### src/rtl/divisor_secuencial_pkg.sv
// Shared types and default widths for the sequential restoring divider.
package divisor_pkg;
  localparam int N_BITS_DEF = 8;
  localparam int W_DIV_DEF  = 4;

  typedef enum logic [1:0] {IDLE, CALC, FIN} estado_t;

  function automatic int cnt_w(input int n);
    return (n > 1) ? $clog2(n) : 1;
  endfunction
endpackage

### src/rtl/divisor_secuencial_if.sv
// Request/response bundle between a divider client and divisor_secuencial.
interface divisor_secuencial_if
  import divisor_pkg::*;
#(
  parameter int N_BITS = N_BITS_DEF,
  parameter int W_DIV  = W_DIV_DEF
);
  logic              start;
  logic [N_BITS-1:0] dividendo;
  logic [W_DIV-1:0]  divisor;
  logic              busy;
  logic              done;
  logic [N_BITS-1:0] cociente;
  logic [W_DIV-1:0]  residuo;
  logic              div_cero;

  modport master (output start, dividendo, divisor,
                  input  busy, done, cociente, residuo, div_cero);
  modport slave  (input  start, dividendo, divisor,
                  output busy, done, cociente, residuo, div_cero);
endinterface

### src/rtl/divisor_secuencial_paso.sv
// One combinational restoring-division step: shift in a dividend bit, trial-subtract.
module div_paso #(
  parameter int W_DIV = 4
) (
  input  logic [W_DIV-1:0] rem_prev,
  input  logic             bit_in,
  input  logic [W_DIV-1:0] divisor,
  output logic             q_bit,
  output logic [W_DIV-1:0] rem_next
);
  logic [W_DIV:0] shifted;
  logic [W_DIV:0] diff;

  assign shifted = {rem_prev, bit_in};
  assign diff    = shifted - {1'b0, divisor};
  // rem_prev < divisor always, so shifted < 2*divisor and the top bit of
  // the (W_DIV+1)-bit difference is exactly the borrow.
  assign q_bit    = ~diff[W_DIV];
  assign rem_next = q_bit ? diff[W_DIV-1:0] : shifted[W_DIV-1:0];
endmodule

### src/rtl/divisor_secuencial.sv
// Sequential restoring divider: one quotient bit per CALC cycle, MSB first.
module divisor_secuencial
  import divisor_pkg::*;
#(
  parameter int N_BITS = N_BITS_DEF,
  parameter int W_DIV  = W_DIV_DEF
) (
  input  logic                 clk,
  input  logic                 rst,
  divisor_secuencial_if.slave  bus
);
  localparam int CW = cnt_w(N_BITS);

  estado_t           state, next;
  logic [CW-1:0]     cnt;
  logic [N_BITS-1:0] dvd;
  logic [W_DIV-1:0]  dsr;
  logic [N_BITS-1:0] coc;
  logic [W_DIV-1:0]  res;
  logic              dz;
  logic              q_bit;
  logic [W_DIV-1:0]  rem_next;

  div_paso #(.W_DIV(W_DIV)) u_paso (
    .rem_prev (res),
    .bit_in   (dvd[N_BITS-1]),
    .divisor  (dsr),
    .q_bit    (q_bit),
    .rem_next (rem_next)
  );

  always_ff @(posedge clk or posedge rst) begin
    if (rst) state <= IDLE;
    else     state <= next;
  end

  always_comb begin
    next = state;
    case (state)
      IDLE:    if (bus.start) next = (bus.divisor == '0) ? FIN : CALC;
      CALC:    if (cnt == '0) next = FIN;
      FIN:     next = IDLE;
      default: next = IDLE;
    endcase
  end

  // cociente/residuo double as the working quotient and partial remainder.
  always_ff @(posedge clk or posedge rst) begin
    if (rst) begin
      cnt <= '0;
      dvd <= '0;
      dsr <= '0;
      coc <= '0;
      res <= '0;
      dz  <= 1'b0;
    end else begin
      case (state)
        IDLE: if (bus.start) begin
          if (bus.divisor != '0) begin
            dvd <= bus.dividendo;
            dsr <= bus.divisor;
            coc <= '0;
            res <= '0;
            cnt <= CW'(N_BITS - 1);
            dz  <= 1'b0;
          end else begin
            coc <= '1;
            res <= '0;
            dz  <= 1'b1;
          end
        end
        CALC: begin
          coc <= {coc[N_BITS-2:0], q_bit};
          res <= rem_next;
          dvd <= {dvd[N_BITS-2:0], 1'b0};
          if (cnt != '0) cnt <= cnt - 1'b1;
        end
        default: ;
      endcase
    end
  end

  assign bus.busy     = (state != IDLE);
  assign bus.done     = (state == FIN);
  assign bus.cociente = coc;
  assign bus.residuo  = res;
  assign bus.div_cero = dz;
endmodule

### src/flat_wrapper.sv
// flat-port wrapper written by rule: the top's interface ports become plain ports
module divisor_secuencial_flat import divisor_pkg::*;
#(
  parameter int N_BITS = N_BITS_DEF,
  parameter int W_DIV  = W_DIV_DEF
)
  (clk, rst, bus_start, bus_dividendo, bus_divisor, bus_busy, bus_done, bus_cociente, bus_residuo, bus_div_cero);
  divisor_secuencial_if #(.N_BITS(N_BITS), .W_DIV(W_DIV)) bus_i ();
  input  logic clk;
  input  logic rst;
  input wire logic [$bits(bus_i.start)-1:0] bus_start;
  input wire logic [$bits(bus_i.dividendo)-1:0] bus_dividendo;
  input wire logic [$bits(bus_i.divisor)-1:0] bus_divisor;
  output wire logic [$bits(bus_i.busy)-1:0] bus_busy;
  output wire logic [$bits(bus_i.done)-1:0] bus_done;
  output wire logic [$bits(bus_i.cociente)-1:0] bus_cociente;
  output wire logic [$bits(bus_i.residuo)-1:0] bus_residuo;
  output wire logic [$bits(bus_i.div_cero)-1:0] bus_div_cero;
  assign bus_i.start = bus_start;
  assign bus_i.dividendo = bus_dividendo;
  assign bus_i.divisor = bus_divisor;
  assign bus_busy = bus_i.busy;
  assign bus_done = bus_i.done;
  assign bus_cociente = bus_i.cociente;
  assign bus_residuo = bus_i.residuo;
  assign bus_div_cero = bus_i.div_cero;
  divisor_secuencial #(.N_BITS(N_BITS), .W_DIV(W_DIV)) u_core (.clk(clk), .rst(rst), .bus(bus_i));
endmodule
### config.mk
export PLATFORM = sky130hd
export DESIGN_NAME = divisor_secuencial_flat
export DESIGN_NICKNAME = d
export VERILOG_FILES = /design/src/rtl/divisor_secuencial_pkg.sv /design/src/rtl/divisor_secuencial_if.sv /design/src/rtl/divisor_secuencial_paso.sv /design/src/rtl/divisor_secuencial.sv /design/src/flat_wrapper.sv
export SDC_FILE = /design/constraint.sdc
export NUM_CORES = 1
export LEC_CHECK = 0
export CORE_UTILIZATION = 45
export CTS_CLUSTER_SIZE = 28
export DETAILED_ROUTE_END_ITERATION = 8
export PLACE_DENSITY = 0.82
export SYNTH_ARGS = -nofsm -noshare
export SYNTH_HDL_FRONTEND = slang
export SYNTH_SLANG_ARGS = --single-unit
### constraint.sdc
create_clock -name clk -period 5.2 [get_ports clk]
set_clock_uncertainty 0.15 [all_clocks]
set_input_delay 1.04 -clock clk [delete_from_list [all_inputs] [get_ports clk]]
set_output_delay 1.04 -clock clk [all_outputs]
set_load 0.1 [all_outputs]
* After elaboration in Yosys (flattened, before gate mapping)
Index checks and enable logic that the tools add are counted.
W data, S select, Z words.
** Word-level totals
- Flip-flop bits (word level) :: 30
- Input bits :: 15
- Logic and storage cells :: 47
** Operators by class
- Add/sub/neg operators :: 2
- Equal/unequal tests :: 6
- Multiplexer cells :: 18
- Bitwise operators :: 1
- Reductions and logical operators :: 13
** Operators by type and width (number)
- $mux W8 :: 4
- $pmux W8 S2 :: 2
- $mux W3 :: 3
- $mux W4 :: 2
- $pmux W4 S2 :: 1
- $mux W2 :: 3
- $ne A2 B1 Y1 const B :: 3
- $pmux W3 S2 :: 1
- $reduce_and A2 Y1 :: 3
- $reduce_and A3 Y1 :: 2
- $sub A5 B4 Y5 :: 1
- $logic_not A4 Y1 :: 1
- $pmux W2 S2 :: 1
- $reduce_and A4 Y1 :: 1
- $reduce_bool A2 Y1 :: 2
- $reduce_bool A4 Y1 :: 1
- $logic_not A3 Y1 :: 1
- $reduce_bool A3 Y1 :: 1
- $sub A3 B1 Y3 const B :: 1
- $eq A2 B1 Y1 const B :: 1
- $eq A2 B2 Y1 const B :: 1
- $logic_not A2 Y1 :: 1
- $ne A2 B2 Y1 const B :: 1
- $mux W1 :: 1
- $not A1 Y1 :: 1

* Longest topological paths before layout
- Depth in word-level cells :: 4
- Mapped depth :: 8
- Depth with buffers taken out :: 8

* Cells and area by module
A second synthesis with hierarchy kept.
** Unflattened totals
- Cell total of the unflattened synthesis :: 152
- Area total of the unflattened synthesis :: 1626.6 sq um
** Modules (own cells, without submodules)
- divisor_secuencial :: instances 1, cells each 128, area each 1425.1 sq um, seq. area each 750.7 sq um
- div_paso :: instances 1, cells each 24, area each 201.4 sq um, seq. area each 0.0 sq um

* Worst setup path before layout
No wires, ideal clock.
- Path type :: reg-to-output
- Start point :: reg u_core.state[1]
- End point :: out bus_done
- Arrival :: 2.103 ns
- Required time :: 4.010 ns
- Slack :: 1.907 ns
- Stages on the path, launching flop included :: 3
- Buffers on the path :: 1
- Path through :: dfrtp_1 -> clkbuf_1 -> nor2b_1
** Between the ends
- Cells in the longest elaborated chain, start to end :: 1
** Ends and longest elaborated chain
- start, declared :: line divisor_secuencial.sv:14 : estado_t state, next;
- start signal, assigned :: line divisor_secuencial.sv:34 : else state <= next;
- $eq A2 B2 Y1 :: line divisor_secuencial.sv:84 : assign bus.done = (state == FIN);
- end, declared :: line flat_wrapper.sv:15 : output wire logic [$bits(bus_i.done)-1:0] bus_done;
Every way passes these cells.

* Worst setup path after layout
- Start point :: reg u_core.state[0]
- End point :: out bus_busy
** Between the ends
- Cells in the longest elaborated chain, start to end :: 1
** Ends and longest elaborated chain
- $reduce_bool A2 Y1 :: line divisor_secuencial.sv:83 : assign bus.busy = (state != IDLE);
- end, declared :: line flat_wrapper.sv:14 : output wire logic [$bits(bus_i.busy)-1:0] bus_busy;
Every way passes these cells.

==> run metrics <==
ys async rst share=1.000; Antenna Violating Nets Remaining=0; Initial Utilization=0.4856; crit-path max FO=16; post-CTS sizing=0; hpwl dp=2674 um; CTS buffer count=5; row cnt=21; crit path cell chain=nor2_1, inv_1, clkdlybuf4s50_1; most common cell after layout, fill and taps aside=dfrtp_1; area share of fa/ha/maj cells after synthesis=0.05646; largest net degree at the start of global routing=31; CORE AREA=0.003468 mm2; global-route wire length before repair=6072 um; cell taking the most area after synthesis=dfrtp_1; CP top delay family=buffers and inverters; worst-margin pin slew=1.149 ns; flops & latches, synth=30; post-synthesis mux area share=0.08098; EDFF count, synth=0; fmax=281.4 MHz; WP data required=4.01 ns; total negative slack=0 ns; share of the synthesized area in the top cell type=0.4458; Hold Path Class=flip-flop to flip-flop; Via density=5.624; CP peak stage delay=1.13 ns; drt drc=0; most frequent cells in the layout=dfrtp_1, clkdlybuf4s50_1, nand2_1; syn_nets=186; WP data arrival=2.36 ns; CTS clk-pin slew, worst paths=0.06 ns; XOR/XNOR share of the synthesized area=0.01040; First DRT Iteration DRCs=121; number of port buffers=29; max cap viols=0; nets=217; quantity of hold-fixing buffers added after cts=0; clock root buffer master=clkbuf_8; top_reg_cell synth=dfrtp_1; clk sink count=30; Clock Path Buffers=2; Max-slew headroom=0.2330; Die W=63.18 um; RD Place Congestion=0.7701; Antenna diodes=0; synth unique cells=36; vias in the first global route=1283; Area Growth Syn to Fin=24.67%; synth top area cells=dfrtp_1, mux2i_1, ha_1, a221o_1, a21oi_1; Setup CP Type=flip-flop to primary output; fin crit period=3.554 ns; synthesis warning total=0; Final Cycle Share=0.6835; Simple-Gate Fraction of Synth Area=0.1590; Fillers=308; Critical Path Slowest Stage Cell=clkdlybuf4s50_1; # IOs=30; CTS tree=done; Vias=1361; Mapped Cells=164; CP bufs+invs=2; status=finished clean; Mapped Area=0.001684 mm2; Worst-Skew Late Latency=0.28 ns; H-tree depth=2; WL per Instance=15.10 um; initial antenna violation count=0; Total Die Area=0.003991 mm2; sequential share of the synthesized area=0.4458; Synth Area in Compound Gates=0.1999; Worst setup SP type=flip-flop; GRT Util Overall=0.2011; layout cell share with drive strength beyond 1=0.1020; fin. max-slew vios=0; die height=63.18 um; WL final=3654 um; Worst Setup End Kind=primary output; Final Setup Violations=0; count of endpoints failing hold in the final timing report=0; Avg Inst Size Synth=10.27 um2; final global-route overflow total=0; unrepaired setup endpoints after global routing=no; largest family of logic cells by synthesized area=compound AO/OA/AOI/OAI gates; Post-CTS Setup Inserts=0; First-pass DRT Iterations=4
## worst reg2reg max path, stage by stage (launching register included)
cell and delay (ns):
dfrtp_1 0.40, inv_1 0.07, ha_1 0.13, inv_1 0.07, fa_1 0.43, a211oi_2 0.24, o21bai_1 0.23, and3_1 0.23
o31ai_1 0.21
## synth_stat cells, types with 2 or more instances
| master | n |
|---|---|
| a21oi_1 | 13 |
| and3_1 | 3 |
| a31oi_1 | 2 |
| mux2i_1 | 8 |
| buf_2 | 4 |
| clkbuf_1 | 2 |
| a221o_1 | 7 |
| o31ai_1 | 2 |
| o21ai_0 | 9 |
| nor2_1 | 6 |
| nor2b_1 | 3 |
| a221oi_2 | 2 |
| nand2_1 | 16 |
| o21bai_1 | 3 |
| a211o_1 | 2 |
| mux2_2 | 5 |
| nand2b_1 | 10 |
| dfrtp_1 | 30 |
| o21a_1 | 2 |
| nand4_1 | 3 |
| xnor2_1 | 2 |
| inv_1 | 11 |
| ha_1 | 6 |
## layout make-up
| class | instances | area (um2) | area share |
|---|---|---|---|
| well taps | 46 | 57.56 | 0.02741 |
| repair buffers | 31 | 305.3 | 0.1454 |
| flip-flops and latches | 30 | 750.7 | 0.3576 |
| clock buffers | 7 | 86.33 | 0.04112 |
| inverters | 11 | 41.29 | 0.01967 |
| clock inverters | 1 | 5.005 | 0.002384 |
| multi-input cells | 116 | 853.3 | 0.4064 |
## state kept, by name (all words and copies together), names as in the netlist
| name | cells |
|---|---|
| u_core.bus.cociente | 8 |
| u_core.dvd | 8 |
| u_core.bus.residuo | 4 |
| u_core.dsr | 4 |
| u_core.cnt | 3 |
| u_core.state | 2 |
| u_core.bus.div_cero | 1 |
## logic make-up after synthesis
| family | after synthesis |
|---|---|
| compound gates | 47 |
| xor+xnor | 2 |
| fa+ha+maj | 7 |
| buf+inv | 18 |
| flops | 30 |
| mux | 13 |
| simple gates | 47 |
## metrics by stage
stage | instance area (um2) | util | worst slack, ns | cells | hold WS (ns)
2_1_floorplan | 1684 | - | 1.907 | 164 | 0.2992
3_3_place_gp | 2008 | 0.5790 | 2.004 | 234 | 0.3063
3_5_place_dp | 2008 | 0.5790 | 1.961 | 234 | 0.3148
4_1_cts | 2100 | 0.6053 | 1.644 | 242 | 0.3334
5_1_grt | 2100 | 0.6053 | 1.547 | 242 | 0.3556
6_report | 2100 | 0.6053 | 1.646 | 242 | 0.3325
## routing by layer
| layer | part of all wire | GRT usage | up-vias |
|---|---|---|---|
| met1 | 0.44 | 0.2497 | 658 |
| met3 | 0.037 | 0.03986 | 7 |
| met4 | 0.021 | 0.09659 | 0 |
| met2 | 0.51 | 0.3333 | 42 |
| li1 | - | - | 654 |
| met5 | 0 | 0 | - |
## worst paths after layout
path	from	endpoint	slack, ns	cells past startpoint
min in group asynchronous	rst	u_core.dvd[2]	1.21	2
max in group asynchronous	rst	u_core.bus.residuo[3]	3.00	2
worst min register to register	u_core.dvd[0]	u_core.dvd[1]	0.33	2
worst min-delay path	u_core.dvd[0]	u_core.dvd[1]	0.33	2
worst max register to register	u_core.dvd[7]	u_core.bus.residuo[2]	2.94	8
worst max-delay path	u_core.state[0]	bus_busy	1.65	3
Power is left out: the tool's default activity adds up to more than one toggle a clock period on the data nets, which glitch-free logic cannot reach.
